[src/rtl/multicycle_main_fsm.sv]
// Main control FSM of the multicycle RV32I core: sequences fetch/decode/execute/memory/writeback.
// Optional macro MULTICYCLE_ILLEGAL_TRAP_EN: unrecognised opcodes enter an absorbing TRAP state.
module multicycle_main_fsm #(
    parameter int RESET_PC_HOLD = 1
) (
    input  logic       clk,
    input  logic       rst_n,
    input  logic [6:0] op,
    input  logic       zero,
    input  logic       mem_ready,
    output logic       PCWrite,
    output logic       AdrSrc,
    output logic       MemWrite,
    output logic       IRWrite,
    output logic       RegWrite,
    output logic [1:0] ResultSrc,
    output logic [1:0] ALUSrcA,
    output logic [1:0] ALUSrcB,
    output logic [1:0] ImmSrc,
    output logic [1:0] Aluop,
    output logic       illegal,
    output logic [3:0] state_o
);

    typedef enum logic [3:0] {
        FETCH    = 4'd0,
        DECODE   = 4'd1,
        MEMADR   = 4'd2,
        MEMREAD  = 4'd3,
        MEMWB    = 4'd4,
        MEMWRITE = 4'd5,
        EXECUTER = 4'd6,
        EXECUTEI = 4'd7,
        ALUWB    = 4'd8,
        BEQ      = 4'd9,
        JAL      = 4'd10,
        TRAP     = 4'd11
    } state_t;

    state_t     state;
    state_t     next_state;
    state_t     cur;
    logic [1:0] hold;
    logic       hold_active;
    logic       pcw_raw;
    logic       irw_raw;
    logic       memw_raw;
    logic       regw_raw;

    // While reset is held, outputs decode as if in FETCH regardless of the register.
    assign cur         = rst_n ? state : FETCH;
    assign hold_active = (hold != 2'd0);
    assign state_o     = cur;

    always_ff @(posedge clk) begin
        if (!rst_n) begin
            state <= FETCH;
            hold  <= 2'(RESET_PC_HOLD);
        end else begin
            state <= next_state;
            if (hold_active)
                hold <= hold - 2'd1;
        end
    end

`ifdef MULTICYCLE_ILLEGAL_TRAP_EN
    logic illegal_q;

    always_ff @(posedge clk) begin
        if (!rst_n)
            illegal_q <= 1'b0;
        else if (next_state == TRAP)
            illegal_q <= 1'b1;
    end

    assign illegal = illegal_q;
`else
    assign illegal = 1'b0;
`endif

    // Memory handshake: FETCH, MEMREAD and MEMWRITE repeat every cycle until
    // mem_ready is sampled high at a rising edge, then advance.
    // FETCH also waits out the post-reset hold so no instruction is skipped.
    always_comb begin
        next_state = state;
        case (state)
            FETCH:    if (mem_ready && !hold_active) next_state = DECODE;
            DECODE: begin
                case (op)
                    7'b0000011,
                    7'b0100011: next_state = MEMADR;
                    7'b0110011: next_state = EXECUTER;
                    7'b0010011: next_state = EXECUTEI;
                    7'b1100011: next_state = BEQ;
                    7'b1101111: next_state = JAL;
`ifdef MULTICYCLE_ILLEGAL_TRAP_EN
                    default:    next_state = TRAP;
`else
                    default:    next_state = FETCH;
`endif
                endcase
            end
            MEMADR:   next_state = op[5] ? MEMWRITE : MEMREAD;
            MEMREAD:  if (mem_ready) next_state = MEMWB;
            MEMWB:    next_state = FETCH;
            MEMWRITE: if (mem_ready) next_state = FETCH;
            EXECUTER: next_state = ALUWB;
            EXECUTEI: next_state = ALUWB;
            ALUWB:    next_state = FETCH;
            BEQ:      next_state = FETCH;
            JAL:      next_state = ALUWB;
`ifdef MULTICYCLE_ILLEGAL_TRAP_EN
            TRAP:     next_state = TRAP;
`else
            TRAP:     next_state = FETCH;
`endif
            default:  next_state = FETCH;
        endcase
    end

    always_comb begin
        pcw_raw   = 1'b0;
        irw_raw   = 1'b0;
        memw_raw  = 1'b0;
        regw_raw  = 1'b0;
        AdrSrc    = 1'b0;
        ResultSrc = 2'b00;
        ALUSrcA   = 2'b00;
        ALUSrcB   = 2'b00;
        Aluop     = 2'b00;
        case (cur)
            FETCH: begin
                ALUSrcB   = 2'b10;
                ResultSrc = 2'b10;
                pcw_raw   = mem_ready;
                irw_raw   = mem_ready;
            end
            DECODE: begin
                ALUSrcA = 2'b01;
                ALUSrcB = 2'b01;
            end
            MEMADR: begin
                ALUSrcA = 2'b10;
                ALUSrcB = 2'b01;
            end
            MEMREAD:  AdrSrc = 1'b1;
            MEMWB: begin
                ResultSrc = 2'b01;
                regw_raw  = 1'b1;
            end
            MEMWRITE: begin
                AdrSrc   = 1'b1;
                memw_raw = 1'b1;
            end
            EXECUTER: begin
                ALUSrcA = 2'b10;
                Aluop   = 2'b10;
            end
            EXECUTEI: begin
                ALUSrcA = 2'b10;
                ALUSrcB = 2'b01;
                Aluop   = 2'b10;
            end
            ALUWB:    regw_raw = 1'b1;
            BEQ: begin
                ALUSrcA = 2'b10;
                Aluop   = 2'b01;
                pcw_raw = zero;
            end
            JAL: begin
                ALUSrcA = 2'b01;
                ALUSrcB = 2'b10;
                pcw_raw = 1'b1;
            end
            default: ;
        endcase
        PCWrite  = pcw_raw & rst_n & ~hold_active;
        IRWrite  = irw_raw & rst_n & ~hold_active;
        MemWrite = memw_raw & rst_n;
        RegWrite = regw_raw & rst_n;
    end

    always_comb begin
        case (op)
            7'b0100011: ImmSrc = 2'b01;
            7'b1100011: ImmSrc = 2'b10;
            7'b1101111: ImmSrc = 2'b11;
            default:    ImmSrc = 2'b00;
        endcase
    end

endmodule
[config.mk]
export PLATFORM = sky130hd
export DESIGN_NAME = multicycle_main_fsm
export DESIGN_NICKNAME = d
export VERILOG_FILES = /design/src/rtl/multicycle_main_fsm.sv
export SDC_FILE = /design/constraint.sdc
export NUM_CORES = 1
export LEC_CHECK = 0
export BUFFER_PORTS_ARGS = -buffer_cell sky130_fd_sc_hd__buf_2
export CAP_MARGIN = 20
export CORE_ASPECT_RATIO = 1.25
export CORE_MARGIN = 2
export CORE_UTILIZATION = 36
export CTS_BUF_LIST = sky130_fd_sc_hd__clkbuf_4
export DETAILED_ROUTE_END_ITERATION = 8
export SLEW_MARGIN = 20
export SYNTH_ARGS = -nofsm -noshare
export SYNTH_HDL_FRONTEND = slang
export SYNTH_SLANG_ARGS = --single-unit
[constraint.sdc]
create_clock -name clk -period 1.84 [get_ports clk]
set_input_delay 0.092 -clock clk [delete_from_list [all_inputs] [get_ports clk]]
set_output_delay 0.092 -clock clk [all_outputs]
set_load 0.1 [all_outputs]
* Yosys cells after proc, flatten, opt, wreduce, memory -nomap -nowiden
Index checks and enable logic that the tools add are counted.
** Word-level totals
- ROM bits :: 0
- Logic and storage cells :: 68
- Bits in registers :: 6
- Memories :: 0
- RAM bits :: 0
- Latch bits :: 0
- Output and inout port bits :: 20
- Input bits :: 11
** Operators by class
- Multipliers :: 0
- Reduce and logical (&&, ||, !) cells :: 15
- Add/subtract/negate cells :: 1
- Muxes and demuxes :: 17
- Div/mod/pow operators :: 0
- Order comparisons :: 0
- Shift operators :: 0
- Equal/unequal tests :: 26
- Bitwise logic cells :: 7
** Operator list (count)
- $eq 4x3->1 const B :: 7
- $pmux 4 s6 :: 1
- $pmux 4 s5 :: 1
- $eq 4x2->1 const B :: 4
- $eq 4x4->1 const B :: 4
- $mux 4 :: 4
- $pmux 2 s2 :: 4
- $eq 7x6->1 const B :: 2
- $eq 7x7->1 const B :: 2
- $reduce_or 2->1 :: 6
- $eq 4x1->1 const B :: 2
- $logic_not 4->1 :: 2
- $eq 7x2->1 const B :: 1
- $eq 7x5->1 const B :: 1
- $and 1x1->1 :: 6
- $ne 2x2->1 const B :: 3
- $pmux 2 s3 :: 1
- $reduce_or 3->1 :: 2
- $mux 1 :: 4
- $reduce_or 4->1 :: 1
- $mux 3 :: 1
- $pmux 1 s3 :: 1
- $reduce_and 3->1 :: 1
- $reduce_bool 2->1 :: 1
- other kinds (4) :: 4

* Logic depth before layout (Yosys ltp)
Gate-level depths: netlist (run 1).
- Word-level depth :: 5
- Gate-level depth with buffers :: 6

* Least setup slack after synthesis (run 1)
No wires, ideal clock.
- Path kind :: input to output
- Start :: input op[3]
- End :: output ImmSrc[0]
- Cell stages on the path :: 2
- Buffers on the path :: 0
- Slack :: -3.413 ns
- Arrival time :: 5.161 ns
- Cells stage by stage :: or3_1 a2111oi_0
** On the way
- Word-level cells in the longest chain between the ends :: 2
** Ends and longest elaborated chain
- start, declared :: line 8 : input logic [6:0] op,
- $eq 7x7->1 / $eq 7x6->1 (equally long branches) :: line 184 : case (op)
- $pmux 2 s3 (*) :: line 184
- end, declared :: line 19 : output logic [1:0] ImmSrc,
Every way passes the cells marked *; elsewhere a longest branch is shown, timed or not.

* Worst setup path after layout (run 1)
- Start :: register state[2]
- End :: output ALUSrcA[1]
** On the way
- Word-level cells in the longest chain between the ends :: 4
** Ends and longest elaborated chain
- start, declared :: line 40 : state_t state;
- start signal, assigned :: line 60 : state <= next_state;
- $mux 4 (*) :: line 51 : assign cur = rst_n ? state : FETCH;
- $eq 4x4->1, or another cell as far along :: line 131 : case (cur)
- $reduce_or 4->1 (no source line) / $reduce_or 2->1 (equally long branches)
- $pmux 2 s2 (*) :: line 131
- end, declared :: line 17 : output logic [1:0] ALUSrcA,
Marks and branches as above.

==> flow_summary.toml, run 1 <==
[placed_design]
place_area_sq_mm = 0.00114
numPortBuffers = 29
dp.cells = 139
hpwlAfterDp_mm = 1.50
place_congestion = 0.791
post-place-ws_ns = 0.233

[final_layout]
area_growth_pct = 74.6
antenna_cells = 0
fin_cells = 142
drive_above_1_share_pct = 47.2
layout_common_cells = "buf_2 (15), buf_12 (14), nand2_1 (7), o21ai_0 (7), inv_1 (6)"
final.fill_count = 167
post-route-util_pct = 66.3
layout_commonest_cell = "buf_2"
final_nets = 137
final_cell_area_sq_mm = 0.00117

[critical_path]
crit_path_end_kind = "output pin"
worstSetupStartpointType = "flop"
criticalPathCategory = "flop to output pin"
arrival_ns = 1.58
cp_max_fo = 9
cp_cell_sequence = "nand2b_1 > nor2_1 > a22oi_1 > nor2b_2 > buf_12"
max_stage_delay_ns = 0.40
cp.required_ns = 1.75
critPathSlowestCell = "dfxtp_1"
cpLargestDelayFamily = "simple AND/OR/NAND/NOR gates"
cp_num_buf_inv = 1

[floorplan]
fp.dieW_um = 42.6
rows = 17
initial_core_util_pct = 38.0
fp.dieH_um = 52.3
ios = 31
dieArea_sq_mm = 0.00223
core_sq_mm = 0.00177

[power]
power_leakage_nw = 0.453
peakVddDrop_mv = 0.614
power.density_mw_per_mm2 = 988

[detailed_routing]
drt-total-wl_mm = 1.84
antenna_left = 0
vias_per_cell = 5.42
drc = 0
post_drt_wl_per_cell_um = 12.9
via_count = 769
dr.pass1.iters = 4
drt_iter0_markers = 9

[timing]
rsz0062_at_grt = "no"
fin_crit_sh_pct = 90.8
tightest_slew_ns = 0.493
finalHoldViolCount = 0
slew_headroom_pct = 66.7
fin_skew_ns = 0.00499
drv_slew = 0
min_period_ns = 1.67
setup_slack_ns = 0.170
setup_viol = 0
max_freq_mhz = 599

[synth]
synth_nets = 108
synth_edf_count = 0
syn-cell-area_sq_um = 671
ys_warn_count = 0
synth-seq-cells = 6
synthArstFlopShare_pct = 0
syn_avg_cell_area_sq_um = 6.99
ys_seq_area_share_pct = 17.9
syn_inst = 96
yosysUniqueCellTypes = 38
synth_ff_type = "dfxtp_1"

[status]
outcome = "complete, no violations"

[grt]
antenna_found_initial = 0
grt_pass1_wl_mm = 2.99
grt_usage_pct = 17.2
grt_overflow_total = 0
grt_pass1_vias = 690
grt_max_degree = 19

[min_path]
holdCritPathClass = "input pin to flop"

[clock_tree]
cts_root_buffer = "clkbuf_4"
cts_buffers = 3
h-tree-depth = 1
clock_latency_ns = 0.25
clock_sinks = 6
ctsHoldBuffers = 0
clk_pin_slew_ns = 0.05
cts_tree = "built"
clock_path_buffers = 2

[flow_run]
cap_violations = 0
==> power breakdown <==
part / switching, W / internal [W] / total [W]
Combinational: 0.000542 / 0.000268 / 0.000810
Clock: 0.0000521 / 0.0000741 / 0.000126
Sequential: 0.0000547 / 0.000166 / 0.000221
==> worst paths after layout <==
path,start,endpoint,slack (ns),depth (start not counted)
worst min-delay path,rst_n,hold[0]$_SDFFE_PN1N_,0.16,2
worst max-delay path,state[2]$_SDFFE_PN0P_,ALUSrcA[1],0.17,5
worst min register to register,hold[0]$_SDFFE_PN1N_,hold[0]$_SDFFE_PN1N_,0.49,2
worst max register to register,hold[0]$_SDFFE_PN1N_,state[0]$_SDFFE_PN0P_,0.31,6
==> cell type report <==
class | count | area, sq um | share of cell area [%]
clock buffer | 3 | 22.5 | 1.92
inverter | 6 | 22.5 | 1.92
multi-input combinational | 76 | 601 | 51.3
timing repair buffer | 32 | 378 | 32.3
sequential | 6 | 124 | 10.6
tap | 19 | 23.8 | 2.03
==> through the flow <==
step	setup TNS, ns	power (W)	hold slack (ns)
floorplan	-1.15	0.000822	0.313
global placement	0	0.00102	0.404
detailed placement	0	0.00103	0.413
CTS	0	0.00116	0.154
global route	0	0.00123	0.172
finish	0	0.00116	0.160
==> registers in the layout, summed over array words and instances, names as in the netlist <==
register  flops
hold          2
state         4
==> worst reg2reg max path: stages, from the launching register on <==
cell	delay, ns
dfxtp_1	0.34
inv_1	0.05
ha_1	0.25
nor4_1	0.49
a211oi_4	0.08
o211ai_1	0.12
o31ai_1	0.09
==> cell usage after synthesis (2+ instances only) <==
| master | number | area share [%] |
|---|---|---|
| buf_4 | 2 | 2.2 |
| nor3b_1 | 2 | 2.2 |
| a21oi_1 | 3 | 2.2 |
| nand2b_1 | 2 | 1.9 |
| nor2_1 | 7 | 3.9 |
| or2_2 | 2 | 1.9 |
| inv_1 | 6 | 3.4 |
| nor4_1 | 3 | 2.8 |
| xor2_1 | 2 | 2.6 |
| nor4b_1 | 2 | 2.6 |
| nor3_1 | 3 | 2.2 |
| xnor2_1 | 3 | 3.9 |
| nand2_1 | 8 | 4.5 |
| nand3_1 | 3 | 2.2 |
| o21ai_0 | 8 | 6.0 |
| and2_1 | 6 | 5.6 |
| buf_2 | 4 | 3.0 |
| nor2b_1 | 3 | 2.8 |
| dfxtp_1 | 6 | 18 |
| o31ai_1 | 3 | 3.4 |
==> repair_timing <==
action | in CTS | in global routing
endpoints found under the setup margin | 1 | 5
setup buffers | 0 | 0
gates resized for setup | 1 | 2
==> per-layer routing <==
metal	part of all wire, %	up-vias	track usage (%)	wire [um]
li1	-	394	-	-
met1	42	358	21.5	774
met2	55	15	30.3	1010
met3	2.3	2	0.690	42
met4	0.71	0	8.33	13
met5	0	-	0	0
==> cell families (layout without fill, tap and decap cells) <==
kind of cell    after synthesis  in the layout  synth area share [%]
simple gates                 47             47                  39.4
compound gates               22             22                  24.1
buf+inv                      14             41                  9.70
flops                         6              6                  17.9
xor+xnor                      5              5                  6.53
fa+ha+maj                     1              1                  1.87
other cells                   1              1                 0.559
(Power assumes the default switching activity.)
==> run 2, diff against run 1 <==
Settings changed: CORE_MARGIN 2 to default.
==> run 2 against run 1 <==
Compared with the run above:
- register-to-register slack got worse by 0.03 ns
- setup slack worse by 0.034 ns
- final area shrank 0.85%
- die area fell by 8.3%
- largest cell class unchanged
- largest power group unchanged
==> flow_summary.toml, run 2 (synthesis gave the netlist of run 1 again) <==
[timing]
setup_slack_ns = 0.137
tightest_slew_ns = 0.519
slew_headroom_pct = 65.1
fin_crit_sh_pct = 92.6
min_period_ns = 1.70
rsz0062_at_grt = "no"
finalHoldViolCount = 0
max_freq_mhz = 587
drv_slew = 0
fin_skew_ns = 0.00237
setup_viol = 0
whs_ns = 0.151

[detailed_routing]
dr.pass1.iters = 4
drc = 0
antenna_left = 0
post_drt_wl_per_cell_um = 13.0
drt_iter0_markers = 11
drt-total-wl_mm = 1.86
via_count = 789
vias_per_cell = 5.52

[final_layout]
antenna_cells = 0
layout_common_cells = "buf_2 (16), buf_12 (13), nand2_1 (7), o21ai_0 (7), inv_1 (6)"
drive_above_1_share_pct = 46.0
top_register = "state"
reg_top3 = "state x4, hold x2"
layout_commonest_cell = "buf_2"
largest_reg_flops = 4
final_nets = 138
area_growth_pct = 73.1
fin_cells = 143

[critical_path]
cpLargestDelayFamily = "flip-flops"
worstSetupStartpointType = "flop"
crit_path_end_kind = "output pin"
rrSetupSlack_ns = 0.28
cp.required_ns = 1.75
cp_cell_sequence = "buf_4 > xor2_1 > o21ai_1 > buf_12"
cp_max_fo = 14
max_stage_delay_ns = 0.60
criticalPathCategory = "flop to output pin"
critPathSlowestCell = "dfxtp_1"
cp_num_buf_inv = 2
arrival_ns = 1.61

[clock_tree]
h-tree-depth = 1
ctsHoldBuffers = 0
clk_pin_slew_ns = 0.05
cts_tree = "built"
post_cts_buffers = 0
clock_path_buffers = 2
cts_buffers = 3
clock_latency_ns = 0.25
cts_root_buffer = "clkbuf_4"
clock_sinks = 6

[power]
power_leakage_nw = 0.455
peakVddDrop_mv = 0.536
power.density_mw_per_mm2 = 997
total_power_w = 0.00116

[placed_design]
dp.cells = 140
place_congestion = 0.778
post-place-ws_ns = 0.269
numPortBuffers = 29
hpwlAfterDp_mm = 1.49

[grt]
grt_pass1_vias = 723
grt_max_degree = 17
grt_pass1_wl_mm = 3.00
antenna_found_initial = 0
grt_usage_pct = 21.2
grt_overflow_total = 0

[min_path]
holdCritPathClass = "input pin to flop"

[floorplan]
fp.dieH_um = 50.3
ios = 31
fp.dieW_um = 40.6
initial_core_util_pct = 38.0
rows = 17
dieArea_sq_mm = 0.00204
core_sq_mm = 0.00177

[flow_run]
cap_violations = 0

[status]
outcome = "complete, no violations"
## run 2: cell count changes in the layout (fill, tap and decap cells not counted)
| cell | change |
|---|---|
| dfxtp_1 | +2 |
| buf_4 | +1 |
| dfxtp_2 | -2 |
| buf_2 | +1 |
| buf_12 | -1 |
## run 2: worst register-to-register path, delay by kind of cell (launching register included)
kind,cells,cell delay (ns)
buffers and inverters,1,0.05
AO/OA/AOI/OAI,3,0.30
adder cells (fa/ha/maj),1,0.25
AND/OR/NAND/NOR,1,0.50
flip-flops,1,0.33
## run 2: final cells by class
class / instances / area (sq um)
Sequential cell: 6 / 121
Multi-Input combinational cell: 76 / 601
Timing Repair Buffer: 33 / 370
Clock buffer: 3 / 22.5
Inverter: 6 / 22.5
Tap cell: 19 / 23.8
Fill cell: 160 / 604
## run 2: layer usage
layer | GRT usage [%] | share of wire, % | vias to the layer above | wire (um)
met5 | 0 | 0 | - | 0
met4 | 11.7 | 2.3 | 0 | 42
met3 | 3.10 | 2.6 | 4 | 49
met2 | 33.9 | 53 | 22 | 983
met1 | 25.5 | 42 | 368 | 780
li1 | - | - | 395 | -
## run 2: worst paths after layout
kind                    startpoint                     to  cells after the start
max          state[3]$_SDFFE_PN0P_             ALUSrcB[1]                      4
min                          rst_n   hold[0]$_SDFFE_PN1N_                      2
min reg2reg   hold[0]$_SDFFE_PN1N_   hold[0]$_SDFFE_PN1N_                      2
max reg2reg   hold[0]$_SDFFE_PN1N_  state[0]$_SDFFE_PN0P_                      6
## run 2: timing repair
action                     4_1_cts  5_1_grt
setup endpoints to repair        0        3
gates resized for setup          0        1
hold endpoints to repair         0        0
## run 2: stage by stage
| step | TNS (ns) | area, sq um | util [%] |
|---|---|---|---|
| floorplan | -1.15 | 796 | - |
| global placement | 0 | 1140 | 64.4 |
| detailed placement | 0 | 1140 | 64.4 |
| CTS | 0 | 1160 | 65.7 |
| global route | 0 | 1160 | 65.8 |
| finish | 0 | 1160 | 65.8 |
## run 2: report_power, final
group	internal (W)	switching [W]
sequential	0.000166	0.0000531
clock	0.0000739	0.0000498
combinational	0.000267	0.000548
